--- config.mk ---
export PLATFORM = sky130hd
export DESIGN_NAME = button_debouncer
export DESIGN_NICKNAME = d
export VERILOG_FILES = /design/src/rtl/button_debouncer.sv
export SDC_FILE = /design/constraint.sdc
export NUM_CORES = 1
export LEC_CHECK = 0
export ABC_CLOCK_PERIOD_IN_PS = 3200
export CORE_MARGIN = 2
export CORE_UTILIZATION = 55
export DETAILED_ROUTE_END_ITERATION = 12
export PLACE_DENSITY = 0.74
export SKIP_LAST_GASP = 1
export SYNTH_ARGS = -nofsm -noshare
export SYNTH_HDL_FRONTEND = slang
export SYNTH_SLANG_ARGS = --single-unit
--- constraint.sdc ---
create_clock -name clk -period 3.2 [get_ports clk]
set_clock_uncertainty 0.1 [all_clocks]
set_input_delay 0.64 -clock clk [delete_from_list [all_inputs] [get_ports clk]]
set_output_delay 0.64 -clock clk [all_outputs]
set_load 0.03 [all_outputs]
--- src/rtl/button_debouncer.sv ---
// Push-button front end: two-flop synchronizer, debounce FSM, and registered
// press/release/click/long strobes plus an 8-bit press counter.
module button_debouncer #(
   parameter int unsigned DEBOUNCE_CYCLES = 240_000,
   parameter int unsigned LONG_CYCLES     = 24_000_000
) (
   input  logic       clk,
   input  logic       rst,
   input  logic       btnx,
   output logic       pressed,
   output logic       press_pulse,
   output logic       release_pulse,
   output logic       click_pulse,
   output logic       long_pulse,
   output logic [7:0] press_count
);

   localparam int unsigned DW = $clog2(DEBOUNCE_CYCLES + 1);
   localparam int unsigned HW = $clog2(LONG_CYCLES + 1);
   localparam logic [DW-1:0] DEB_LAST  = DW'(DEBOUNCE_CYCLES);
   localparam logic [HW-1:0] HOLD_LAST = HW'(LONG_CYCLES - 1);

   typedef enum logic [2:0] {
      IDLE,
      PRESS_WAIT,
      HELD,
      HELD_LONG,
      RELEASE_WAIT
   } state_t;

   state_t        state;
   logic          sync_1;
   logic          sync_2;
   logic          btn_s;
   logic          long_flag;
   logic [DW-1:0] deb_cnt;
   logic [HW-1:0] hold_cnt;

   assign btn_s = ~sync_2;

   always_ff @(posedge clk) begin
      if (rst) begin
         sync_1        <= 1'b1;
         sync_2        <= 1'b1;
         state         <= IDLE;
         deb_cnt       <= '0;
         hold_cnt      <= '0;
         long_flag     <= 1'b0;
         pressed       <= 1'b0;
         press_pulse   <= 1'b0;
         release_pulse <= 1'b0;
         click_pulse   <= 1'b0;
         long_pulse    <= 1'b0;
         press_count   <= '0;
      end else begin
         sync_1        <= btnx;
         sync_2        <= sync_1;
         press_pulse   <= 1'b0;
         release_pulse <= 1'b0;
         click_pulse   <= 1'b0;
         long_pulse    <= 1'b0;

         // The cycle leaving IDLE/HELD is already the first counted
         // disagreeing cycle, so the debounce count starts at 1 there.
         case (state)
            IDLE: begin
               if (btn_s) begin
                  state   <= PRESS_WAIT;
                  deb_cnt <= DW'(1);
               end else begin
                  deb_cnt <= '0;
               end
            end

            PRESS_WAIT: begin
               if (!btn_s) begin
                  state   <= IDLE;
                  deb_cnt <= '0;
               end else if (deb_cnt == DEB_LAST) begin
                  state       <= HELD;
                  deb_cnt     <= '0;
                  hold_cnt    <= '0;
                  pressed     <= 1'b1;
                  press_pulse <= 1'b1;
                  press_count <= press_count + 8'd1;
               end else begin
                  deb_cnt <= deb_cnt + DW'(1);
               end
            end

            HELD: begin
               hold_cnt <= hold_cnt + HW'(1);
               if (hold_cnt == HOLD_LAST) begin
                  long_flag  <= 1'b1;
                  long_pulse <= 1'b1;
               end
               // Long threshold and release start may coincide; the long
               // flag routes a later bounce back into HELD_LONG.
               if (!btn_s) begin
                  state   <= RELEASE_WAIT;
                  deb_cnt <= DW'(1);
               end else if (hold_cnt == HOLD_LAST) begin
                  state <= HELD_LONG;
               end
            end

            HELD_LONG: begin
               if (!btn_s) begin
                  state   <= RELEASE_WAIT;
                  deb_cnt <= DW'(1);
               end
            end

            RELEASE_WAIT: begin
               if (btn_s) begin
                  state   <= long_flag ? HELD_LONG : HELD;
                  deb_cnt <= '0;
               end else if (deb_cnt == DEB_LAST) begin
                  state         <= IDLE;
                  deb_cnt       <= '0;
                  pressed       <= 1'b0;
                  release_pulse <= 1'b1;
                  click_pulse   <= ~long_flag;
                  long_flag     <= 1'b0;
               end else begin
                  deb_cnt <= deb_cnt + DW'(1);
               end
            end

            default: begin
               state   <= IDLE;
               deb_cnt <= '0;
            end
         endcase
      end
   end

endmodule

* Yosys cells after proc, flatten, opt, wreduce, memory -nomap -nowiden
Cells that the tools add are included.
** Operators by class
- Reduce and logical (&&, ||, !) cells :: 14
- Bitwise logic cells :: 6
- Equal/unequal tests :: 17
- Muxes and demuxes :: 28
- $add $sub $neg :: 3
** Operators with widths (count)
- 18-bit two-way mux :: 4
- 18-bit case mux with 4 select lines :: 1
- 25-bit two-way mux :: 2
- 25-bit case mux with 2 select lines :: 1
- 25-bit by 1-bit adder with 25-bit output, second input constant :: 1
- 25-bit == test, second input constant :: 1
- 3-bit two-way mux :: 8
- 18-bit by 1-bit adder with 18-bit output, second input constant :: 1
- 18-bit == test, second input constant :: 1
- 3-bit case mux with 5 select lines :: 1
- 2-bit != test, second input constant :: 7
- 5-bit AND reduction :: 2
- 1-bit two-way mux :: 9
- 3-bit != test, second input constant :: 3
- 8-bit by 1-bit adder with 8-bit output, second input constant :: 1
- 3-bit by 2-bit == test with 1-bit output, second input constant :: 2
- 1-bit NOT :: 6
- 3-bit AND reduction :: 2
- 2-bit nonzero test :: 3
- 3-bit OR reduction :: 2
- 1-bit case mux with 2 select lines :: 2
- 4-bit AND reduction :: 1
- 2-bit OR reduction :: 2
- 4-bit OR reduction :: 1
- other kinds (4) :: 4
** Word-level totals
- Word-level logic and storage cells :: 80
- Bits in registers :: 62
- Output and inout bits :: 13

* Longest topological paths before layout
Gate-level depths: netlist of run 1.
- Word-level depth :: 4
- Mapped depth :: 10
- Gate-level depth less buffers :: 7

* Worst setup path before layout of run 1
No wires, ideal clock.
- Path type :: register to register
- Start :: register deb_cnt[9]
- End :: register press_count[6]
- Setup slack :: 1.107 ns
- Path buffers :: 0
- Setup time :: 0.071 ns
- Arrival time :: 1.922 ns
- Clock period less this slack :: 2.093 ns
- Stages on the path, launching flop included :: 6
- Path through :: dfxtp_1 > or4_4 > nor3_4 > nand2_2 > or4_1 > a21oi_1
** Between the ends
- Cells in the longest elaborated chain, start to end :: 2
** Ends and longest elaborated chain
- from (decl) :: line 36 : logic [DW-1:0] deb_cnt;
- from (signal assigned) :: line 87 : deb_cnt <= deb_cnt + DW'(1);
- from (signal assigned) :: line 126 : deb_cnt <= deb_cnt + DW'(1);
- 18-bit == test :: line 79 : end else if (deb_cnt == DEB_LAST) begin
- 3-bit AND reduction (no source line)
- to (signal assigned) :: line 85 : press_count <= press_count + 8'd1;
- to (decl) :: line 15 : output logic [7:0] press_count
Every way passes these cells.
A chain may end at the register's enable or synchronous reset.

* Final worst setup path of run 1
- Start :: register state[0]
- End :: register hold_cnt[9]
** Between the ends
- Cells in the longest elaborated chain, start to end :: 3
- Elaborated cells on any way between the ends :: 7
- Those cells by class :: 4 x eq/ne; 1 x mux; 2 x reduce/logical
** Ends and longest elaborated chain
- from (decl) :: line 31 : state_t state;
- from (signal assigned) :: line 116 : state <= long_flag ? HELD_LONG : HELD;
- 3-bit by 1-bit == test with 1-bit output / 3-bit by 2-bit == test with 1-bit output (equally long branches) :: line 65 : case (state)
- 2-bit != test (no source line) / 2-bit nonzero test (equally long branches)
- 3-bit AND reduction (no source line)
- to (signal assigned) :: line 92 : hold_cnt <= hold_cnt + HW'(1);
- to (decl) :: line 37 : logic [HW-1:0] hold_cnt;
Parallel ways exist; a longest one is shown, timed or not.

==> flow_metrics.py, run 1 <==
metrics = {
    "power_and_ir_drop": {
        "power-per-cell-area_nw_per_um2": 420,
        "p_leak_nw": 1.06,
        "ir_drop_mv": 0.256,
    },
    "logic_synthesis": {
        "async_reset_ff_frac": 0,
        "synth-main-ff-cell": "dfxtp_1",
        "synth.net_count": 378,
        "synth_cells": 371,
        "post_synth_num_cell_types": 63,
        "synth_edf_count": 0,
        "ys_seq_area_frac": 0.397,
        "ys_ff_latch": 62,
        "avgSynthCellArea_um2": 8.42,
        "ys_warn_count": 0,
        "syn-cell-area_um2": 3120,
    },
    "grt": {
        "grt_max_degree": 27,
        "globalRouteOverflowTotal": 0,
        "grt_pass1_wl_um": 11800,
        "grtUsageTotal": 0.238,
        "antenna_found_initial": 0,
        "grt_pass1_vias": 2624,
    },
    "clock_network": {
        "cts_root_buffer": "clkbuf_8",
        "htree_levels": 3,
        "cts_buffers": 9,
        "clock_latency_ps": 340,
        "clk_pin_slew_ps": 70,
        "ctsResizeCount": 0,
        "tritoncts": "yes",
        "ctsHoldBuffers": 0,
        "clkSinkCount": 62,
        "post-cts-setup-buffers": 0,
        "cts_buffer_depth": 2,
    },
    "route": {
        "via_per_inst": 5.94,
        "drt_iter0_markers": 155,
        "drc": 0,
        "drtAntennaViolNets": 0,
        "wirelength_um": 6800,
        "drt_pass1_iterations": 4,
        "wire_per_inst_um": 14.8,
        "dr_total_vias": 2738,
    },
    "timing": {
        "fin_crit_ps": 2490,
        "clock.fmax_mhz": 402,
        "tightest_slew_ps": 724,
        "fin_setup_tns_ps": 0,
        "setup_violations": 0,
        "final_hold_viol_count": 0,
        "fin_ws_ps": 714,
        "whs_ps": 310,
        "slew_violations": 0,
        "finalCritPeriodShare": 0.777,
        "slew-limit-headroom": 0.517,
        "grt_setup_unrepaired": "false",
    },
    "critical_path": {
        "criticalPathCategory": "register to register",
        "worst_setup_path_start_kind": "register",
        "path_max_fanout": 21,
        "critPathArrivalTime_ps": 2660,
        "path_cells": "or4b_1 > nor3_4 > a21oi_2 > or4_1 > a21oi_1",
        "crit_family": "simple AND/OR/NAND/NOR gates",
        "slowest_stage": "dfxtp_1",
        "cp_slowest_stage_delay_ps": 580,
        "critPathRequiredTime_ps": 3370,
        "path_buf_inv": 0,
        "endpoint_kind": "register",
    },
    "cells_and_area": {
        "layout.nets": 392,
        "nFillCells": 478,
        "stdcell_count": 461,
        "area_growth_pct": 12.3,
        "n_antenna_cell": 0,
        "final_cell_area_um2": 3510,
        "drive_above_1_share": 0.100,
    },
    "die": {
        "die_area_um2": 6300,
        "core_um2": 5510,
        "initial_core_util": 0.567,
        "fp-row-count": 27,
        "die_h_um": 79.4,
        "fp.dieW_um": 79.4,
        "num_io_pins": 16,
    },
    "placed_design": {
        "dp_hpwl_um": 4660,
        "placed_area_um2": 3320,
        "pre_cts_ws_ps": 738,
        "placedCellCount": 446,
        "port_buffers": 15,
        "gp_congestion": 0.849,
    },
    "job": {
        "cap_violations": 0,
    },
    "hold_path": {
        "hp-class": "register to register",
    },
    "status": {
        "outcome": "finished, final reports clean",
    },
}
-- worst paths after layout --
kind,cells past startpoint,to,slack (ps),from
min,1,sync_2,310,sync_1
max,5,hold_cnt[9],710,state[0]
max reg2reg,5,hold_cnt[9],710,state[0]
min reg2reg,1,sync_2,310,sync_1
-- routing by layer --
metal	track usage	up-vias	wire, um
met5	0	-	0
met4	0.114	0	65
met3	0.0602	5	205
met2	0.366	46	3150
met1	0.311	1281	3380
li1	-	1406	-
-- cell families after synthesis --
kind of cell,share of synthesized area
flip-flops,0.397
XOR/XNOR,0.0561
AO/OA/AOI/OAI,0.159
multiplexers,0.00361
buffers and inverters,0.0321
AND/OR/NAND/NOR,0.336
adder cells (fa/ha/maj),0.0160
-- sequential cells by signal (all words and copies together), names as in the netlist --
signal,count
hold_cnt,25
deb_cnt,18
press_count,8
state,3
click_pulse,1
long_flag,1
long_pulse,1
press_pulse,1
pressed,1
release_pulse,1
sync_1,1
sync_2,1
-- per-stage QoR --
stage	util	power, mW
global placement	0.603	0.813
finish	0.637	1.47
global route	0.637	1.53
detailed placement	0.603	0.813
CTS	0.637	1.49
floorplan	-	0.806
-- cells in the mapped netlist (2+ instances only) --
cell type  number  area [um2]
o41ai_1         2        17.5
and3_1          4        25.0
or4_1          12        90.1
nor4_1          2        12.5
a31oi_1         3        18.8
nand2b_1        3        18.8
or4b_1          3        30.0
nor2b_1         4        25.0
a21oi_1        31         155
or3_1          13        81.3
and4_1          2        17.5
ha_1            4        50.1
nor4b_1         2        17.5
o31ai_1        12        90.1
xor2_1         10        87.6
o211ai_1        2        15.0
nor2_1         38         143
nand2_1        31         116
nand3_1        21         105
o21ai_0        16        80.1
dfxtp_1        62        1240
clkbuf_1       11        41.3
inv_1           7        26.3
nand4_1        16         100
or2_2           3        18.8
and2_1          2        12.5
nand4b_1        2        17.5
xnor2_1        10        87.6
nor3b_1         4        30.0
nand3b_1        2        15.0
buf_2           2        10.0
nor3_1          4        20.0
-- cell usage in the layout (no fill, tap or decap), types with 7 or more instances in the layout --
| cell | instances |
|---|---|
| nand4_1 | 16 |
| dfxtp_1 | 62 |
| clkbuf_8 | 10 |
| nor2_1 | 38 |
| o31ai_1 | 12 |
| or3_1 | 13 |
| nand3_1 | 21 |
| inv_1 | 7 |
| nand2_1 | 31 |
| a21oi_1 | 31 |
| o21ai_0 | 16 |
| xnor2_1 | 10 |
| clkdlybuf4s50_1 | 15 |
| xor2_1 | 10 |
| or4_1 | 12 |
-- cell type report --
| cell class | count | area (um2) | share of cell area |
|---|---|---|---|
| Timing Repair Buffer | 19 | 180 | 0.0514 |
| Sequential cell | 62 | 1240 | 0.354 |
| Multi-Input combinational cell | 286 | 1780 | 0.508 |
| Clock buffer | 11 | 141 | 0.0403 |
| Tap cell | 72 | 90.1 | 0.0257 |
| Inverter | 7 | 26.3 | 0.00749 |
| Clock inverter | 4 | 47.5 | 0.0136 |
-- where the power goes --
part / internal [mW] / switching (mW) / leakage, nW / total, mW
combinational: 0.00671 / 0.0129 / 0.462 / 0.0196
sequential: 0.773 / 0.00257 / 0.500 / 0.776
clock: 0.374 / 0.304 / 0.0952 / 0.678
total: 1.15 / 0.319 / 1.06 / 1.47
(Power assumes the default switching activity.)
==> run 2, diff against run 1 <==
--- a/config.mk
+++ b/config.mk
@@ -5,7 +5,7 @@
 export SDC_FILE = /design/constraint.sdc
 export NUM_CORES = 1
 export LEC_CHECK = 0
-export ABC_CLOCK_PERIOD_IN_PS = 3200
+export ABC_CLOCK_PERIOD_IN_PS = 2300
 export CORE_MARGIN = 2
 export CORE_UTILIZATION = 55
 export DETAILED_ROUTE_END_ITERATION = 12
==> constraint.sdc (replaced) <==
create_clock -name clk -period 2.3 [get_ports clk]
set_clock_uncertainty 0.1 [all_clocks]
set_input_delay 0.46 -clock clk [delete_from_list [all_inputs] [get_ports clk]]
set_output_delay 0.46 -clock clk [all_outputs]
set_load 0.03 [all_outputs]
==> flow_metrics.py, run 2 (synthesis gave the netlist of run 1 again) <==
metrics = {
    "timing": {
        "fin_crit_ps": 2230,
        "tightest_slew_ps": 483,
        "slew-limit-headroom": 0.678,
        "final_hold_viol_count": 0,
        "finalCritPeriodShare": 0.971,
        "slew_violations": 0,
        "setup_violations": 0,
        "whs_ps": 309,
        "clock.fmax_mhz": 448,
        "fin_ws_ps": 66.7,
        "grt_setup_unrepaired": "true",
    },
    "cells_and_area": {
        "largest_register_ffs": 25,
        "final_cell_mix": "62 x dfxtp_1, 38 x nor2_1, 31 x nand2_1, 31 x a21oi_1, 23 x buf_4",
        "final_common_cell": "dfxtp_1",
        "area_growth_pct": 18.0,
        "top_regs": "hold_cnt (25), deb_cnt (18), press_count (8)",
        "n_antenna_cell": 0,
        "largest_register": "hold_cnt",
        "layout.nets": 411,
        "nFillCells": 445,
        "drive_above_1_share": 0.144,
    },
    "placed_design": {
        "dp_hpwl_um": 5010,
        "port_buffers": 15,
        "gp_congestion": 0.896,
        "pre_cts_ws_ps": 83.9,
    },
    "critical_path": {
        "worst_setup_path_start_kind": "register",
        "cp-startpoint": "state[2]",
        "critPathRequiredTime_ps": 2480,
        "r2r_start": "state[2]",
        "critPathArrivalTime_ps": 2410,
        "path_max_fanout": 14,
        "criticalPathCategory": "register to register",
        "endpoint_kind": "register",
    },
    "route": {
        "dr_total_vias": 2872,
        "drc": 0,
        "wire_per_inst_um": 14.8,
        "drt_iter0_markers": 172,
        "via_per_inst": 5.97,
        "drtAntennaViolNets": 0,
        "drt_pass1_iterations": 4,
        "wirelength_um": 7120,
    },
    "job": {
        "cap_violations": 0,
    },
    "grt": {
        "grt_max_degree": 23,
        "grt_pass1_vias": 2735,
        "globalRouteOverflowTotal": 0,
        "antenna_found_initial": 0,
        "grt_pass1_wl_um": 12300,
        "grtUsageTotal": 0.250,
    },
    "status": {
        "outcome": "finished, final reports clean",
    },
    "die": {
        "core_um2": 5510,
        "die_area_um2": 6300,
        "fp-row-count": 27,
        "num_io_pins": 16,
        "die_h_um": 79.4,
        "fp.dieW_um": 79.4,
        "initial_core_util": 0.567,
    },
    "clock_network": {
        "htree_levels": 3,
        "clk_pin_slew_ps": 70,
        "clkSinkCount": 62,
        "cts_buffers": 9,
        "post-cts-setup-buffers": 0,
        "clock_latency_ps": 350,
        "cts_root_buffer": "clkbuf_8",
        "cts_buffer_depth": 2,
        "tritoncts": "yes",
    },
    "power_and_ir_drop": {
        "p_leak_nw": 1.18,
        "power-per-cell-area_nw_per_um2": 588,
        "ir_drop_mv": 0.463,
        "total_power_mw": 2.17,
    },
    "hold_path": {
        "worst_hold_startpoint": "sync_1",
        "hp-class": "register to register",
    },
}
==> run 2: cell count changes in the layout (fill, tap and decap cells not counted), sizes merged <==
cell / change
clkbuf: +1
clkinvlp: -1
buf: +19
bufinv: +1
==> run 2: area by class of cell <==
type / count / area (um2) / area share
inverters: 7 / 26.3 / 0.00713
repair buffers: 38 / 323 / 0.0876
flip-flops and latches: 62 / 1240 / 0.337
clock buffers: 12 / 145 / 0.0394
multi-input cells: 286 / 1790 / 0.486
well taps: 72 / 90.1 / 0.0244
clock inverters: 4 / 70.1 / 0.0190
==> run 2: path summary, 6_finish.rpt <==
| check | end | slack [ps] | depth (start not counted) |
|---|---|---|---|
| setup / recovery | hold_cnt[5] | 70 | 6 |
| hold / removal | sync_2 | 310 | 1 |
| setup reg to reg | hold_cnt[5] | 70 | 6 |
| hold reg to reg | sync_2 | 310 | 1 |
==> run 2: worst max-delay path, cell delays in order, from the launching register on <==
cell	delay [ps]
dfxtp_1	310
or4b_1	610
nor3_4	260
a21oi_2	190
buf_4	200
or3_1	350
a21oi_1	140
==> run 2: metal layers <==
metal	vias up	part of all wire	GRT usage
met5	-	0	0
met4	0	0.020	0.121
met3	10	0.044	0.0545
met2	66	0.48	0.398
met1	1354	0.46	0.322
li1	1442	-	-
==> run 2: where the power goes <==
part / leakage (nW) / internal (mW) / switching [mW]
clock network: 0.110 / 0.637 / 0.417
logic: 0.567 / 0.0132 / 0.0223
registers: 0.500 / 1.08 / 0.000688
==> run 2: stage by stage <==
step / area [um2] / util / setup TNS (ps) / instances
after detailed placement: 3460 / 0.629 / 0 / 465
after floorplan: 3120 / - / 0 / 371
after global routing: 3680 / 0.669 / -25.4 / 481
after CTS: 3680 / 0.668 / 0 / 481
final: 3680 / 0.669 / 0 / 481
after global placement: 3460 / 0.629 / 0 / 465
==> run 2: timing repair <==
action / 4_1_cts / 5_1_grt
gates resized for setup: 0 / 1
hold endpoints to repair: 0 / 0
hold buffers: 0 / 0
setup endpoints to repair: 0 / 3
==> run 3, diff against run 2 <==
==> constraint.sdc (replaced) <==
create_clock -name clk -period 2.3 [get_ports clk]
set_clock_uncertainty 0.1 [all_clocks]
set_input_delay 0.69 -clock clk [delete_from_list [all_inputs] [get_ports clk]]
set_output_delay 0.69 -clock clk [all_outputs]
set_load 0.03 [all_outputs]
==> flow_metrics.py, run 3 (synthesis gave the netlist of run 1 again) <==
metrics = {
    "die": {
        "die_area_um2": 6300,
        "core_um2": 5510,
        "num_io_pins": 16,
        "fp-row-count": 27,
        "fp.dieW_um": 79.4,
        "initial_core_util": 0.567,
        "die_h_um": 79.4,
    },
    "clock_network": {
        "clk_pin_slew_ps": 70,
        "ctsHoldBuffers": 0,
        "clock_latency_ps": 340,
        "htree_levels": 3,
        "cts_buffer_depth": 2,
        "clkSinkCount": 62,
        "tritoncts": "yes",
        "cts_buffers": 9,
        "cts_root_buffer": "clkbuf_8",
    },
    "grt": {
        "grt_pass1_vias": 2616,
        "antenna_found_initial": 0,
        "grt_pass1_wl_um": 12200,
        "grtUsageTotal": 0.247,
        "grt_max_degree": 23,
        "globalRouteOverflowTotal": 0,
    },
    "route": {
        "via_per_inst": 5.94,
        "drt_iter0_markers": 117,
        "drt_pass1_iterations": 4,
        "dr_total_vias": 2877,
        "drtAntennaViolNets": 0,
        "drc": 0,
        "wire_per_inst_um": 15.0,
        "wirelength_um": 7250,
    },
    "critical_path": {
        "cp.depth": 1,
        "worst_setup_path_start_kind": "register",
        "r2r_start": "hold_cnt[11]",
        "crit_family": "buffers and inverters",
        "cp_slowest_stage_delay_ps": 700,
        "worst_r2r_path_depth": 5,
        "path_max_fanout": 5,
        "r2r_slack_ps": 60,
        "critPathArrivalTime_ps": 1460,
        "path_buf_inv": 1,
        "slowest_stage": "clkdlybuf4s50_1",
        "critPathRequiredTime_ps": 1510,
        "timing.rr.end": "state[0]",
        "endpoint_kind": "primary output",
        "path_cells": "clkdlybuf4s50_1",
        "criticalPathCategory": "register to primary output",
        "cp-startpoint": "press_count[2]",
    },
    "timing": {
        "setup_violations": 0,
        "fin_crit_ps": 2250,
        "slew-limit-headroom": 0.646,
        "slew_violations": 0,
        "grt_setup_unrepaired": "true",
        "fin_setup_tns_ps": 0,
        "finalCritPeriodShare": 0.978,
        "tightest_slew_ps": 531,
        "clock.fmax_mhz": 445,
        "fin_ws_ps": 51.5,
        "whs_ps": 308,
        "final_hold_viol_count": 0,
    },
    "cells_and_area": {
        "nFillCells": 473,
        "ff_latch_area_um2": 1240,
        "top_regs": "hold_cnt (25), deb_cnt (18), press_count (8)",
        "layout.nets": 415,
        "final_cell_area_um2": 3710,
        "largest_register": "hold_cnt",
        "stdcell_count": 484,
        "final_core_util": 0.673,
        "n_antenna_cell": 0,
        "drive_above_1_share": 0.155,
        "final_cell_mix": "62 x dfxtp_1, 38 x nor2_1, 31 x nand2_1, 31 x a21oi_1, 27 x buf_4",
        "largest_register_ffs": 25,
        "area_growth_pct": 18.8,
        "multi_input_area_um2": 1790,
        "final_common_cell": "dfxtp_1",
    },
    "power_and_ir_drop": {
        "total_power_mw": 2.12,
        "power-per-cell-area_nw_per_um2": 573,
        "ir_drop_mv": 0.413,
        "p_leak_nw": 1.21,
    },
    "placed_design": {
        "dp_hpwl_um": 4980,
        "pre_cts_ws_ps": 68.7,
        "port_buffers": 15,
        "gp_congestion": 0.854,
        "placed_area_um2": 3480,
        "placedCellCount": 467,
    },
    "hold_path": {
        "min_path_cells": 1,
        "hp-class": "register to register",
        "worst_hold_startpoint": "sync_1",
        "min_to": "sync_2",
    },
    "job": {
        "cap_violations": 0,
    },
    "status": {
        "outcome": "finished, final reports clean",
    },
}
==> run 3: cell types whose count changed in the layout (fill, tap and decap cells not counted), sizes merged <==
cell / change
clkinvlp: +1
buf: +4
dlygate4sd2: +1
clkinv: -1
dlymetal6s2s: +1
clkdlybuf4s50: -2
bufinv: -1
==> run 3: repair_timing <==
item,4_1_cts,5_1_grt
setup buffers,0,2
setup endpoints to repair,1,12
pin swaps,0,1
gates resized for setup,1,2
==> run 3: per-layer routing <==
metal  wire length, um  global-route usage  share of wire
met2              3500               0.400           0.48
met1              3460               0.329           0.48
met3               201              0.0341          0.028
met4                89               0.105          0.012
met5                 0                   0              0
==> run 3: cell type report <==
cell class | count | share of cell area
multi-input cells | 286 | 0.482
flip-flops and latches | 62 | 0.335
repair buffers | 42 | 0.0955
clock buffers | 12 | 0.0445
well taps | 72 | 0.0243
clock inverters | 3 | 0.0115
inverters | 7 | 0.00709
==> run 3: how the worst max path moves through the flow <==
stage,slack (ps),end
floorplan,210,press_count[6]
global placement,130,hold_cnt[3]
detailed placement,70,hold_cnt[3]
CTS,20,press_count[4]
global route,-60,hold_cnt[21]
finish,50,press_count[2]
==> run 3: report_power, final <==
part	switching, mW	total, mW	internal, mW
sequential	0.000836	1.08	1.08
clock	0.429	1.01	0.582
combinational	0.0230	0.0372	0.0142
total	0.453	2.12	1.67
==> run 3: worst reg2reg max path, cell delays in order (launching register included) <==
cell and delay (ps):
dfxtp_1 380, or4_1 500, or4_1 550, o41ai_2 250
a21oi_1 90, o41ai_2 270
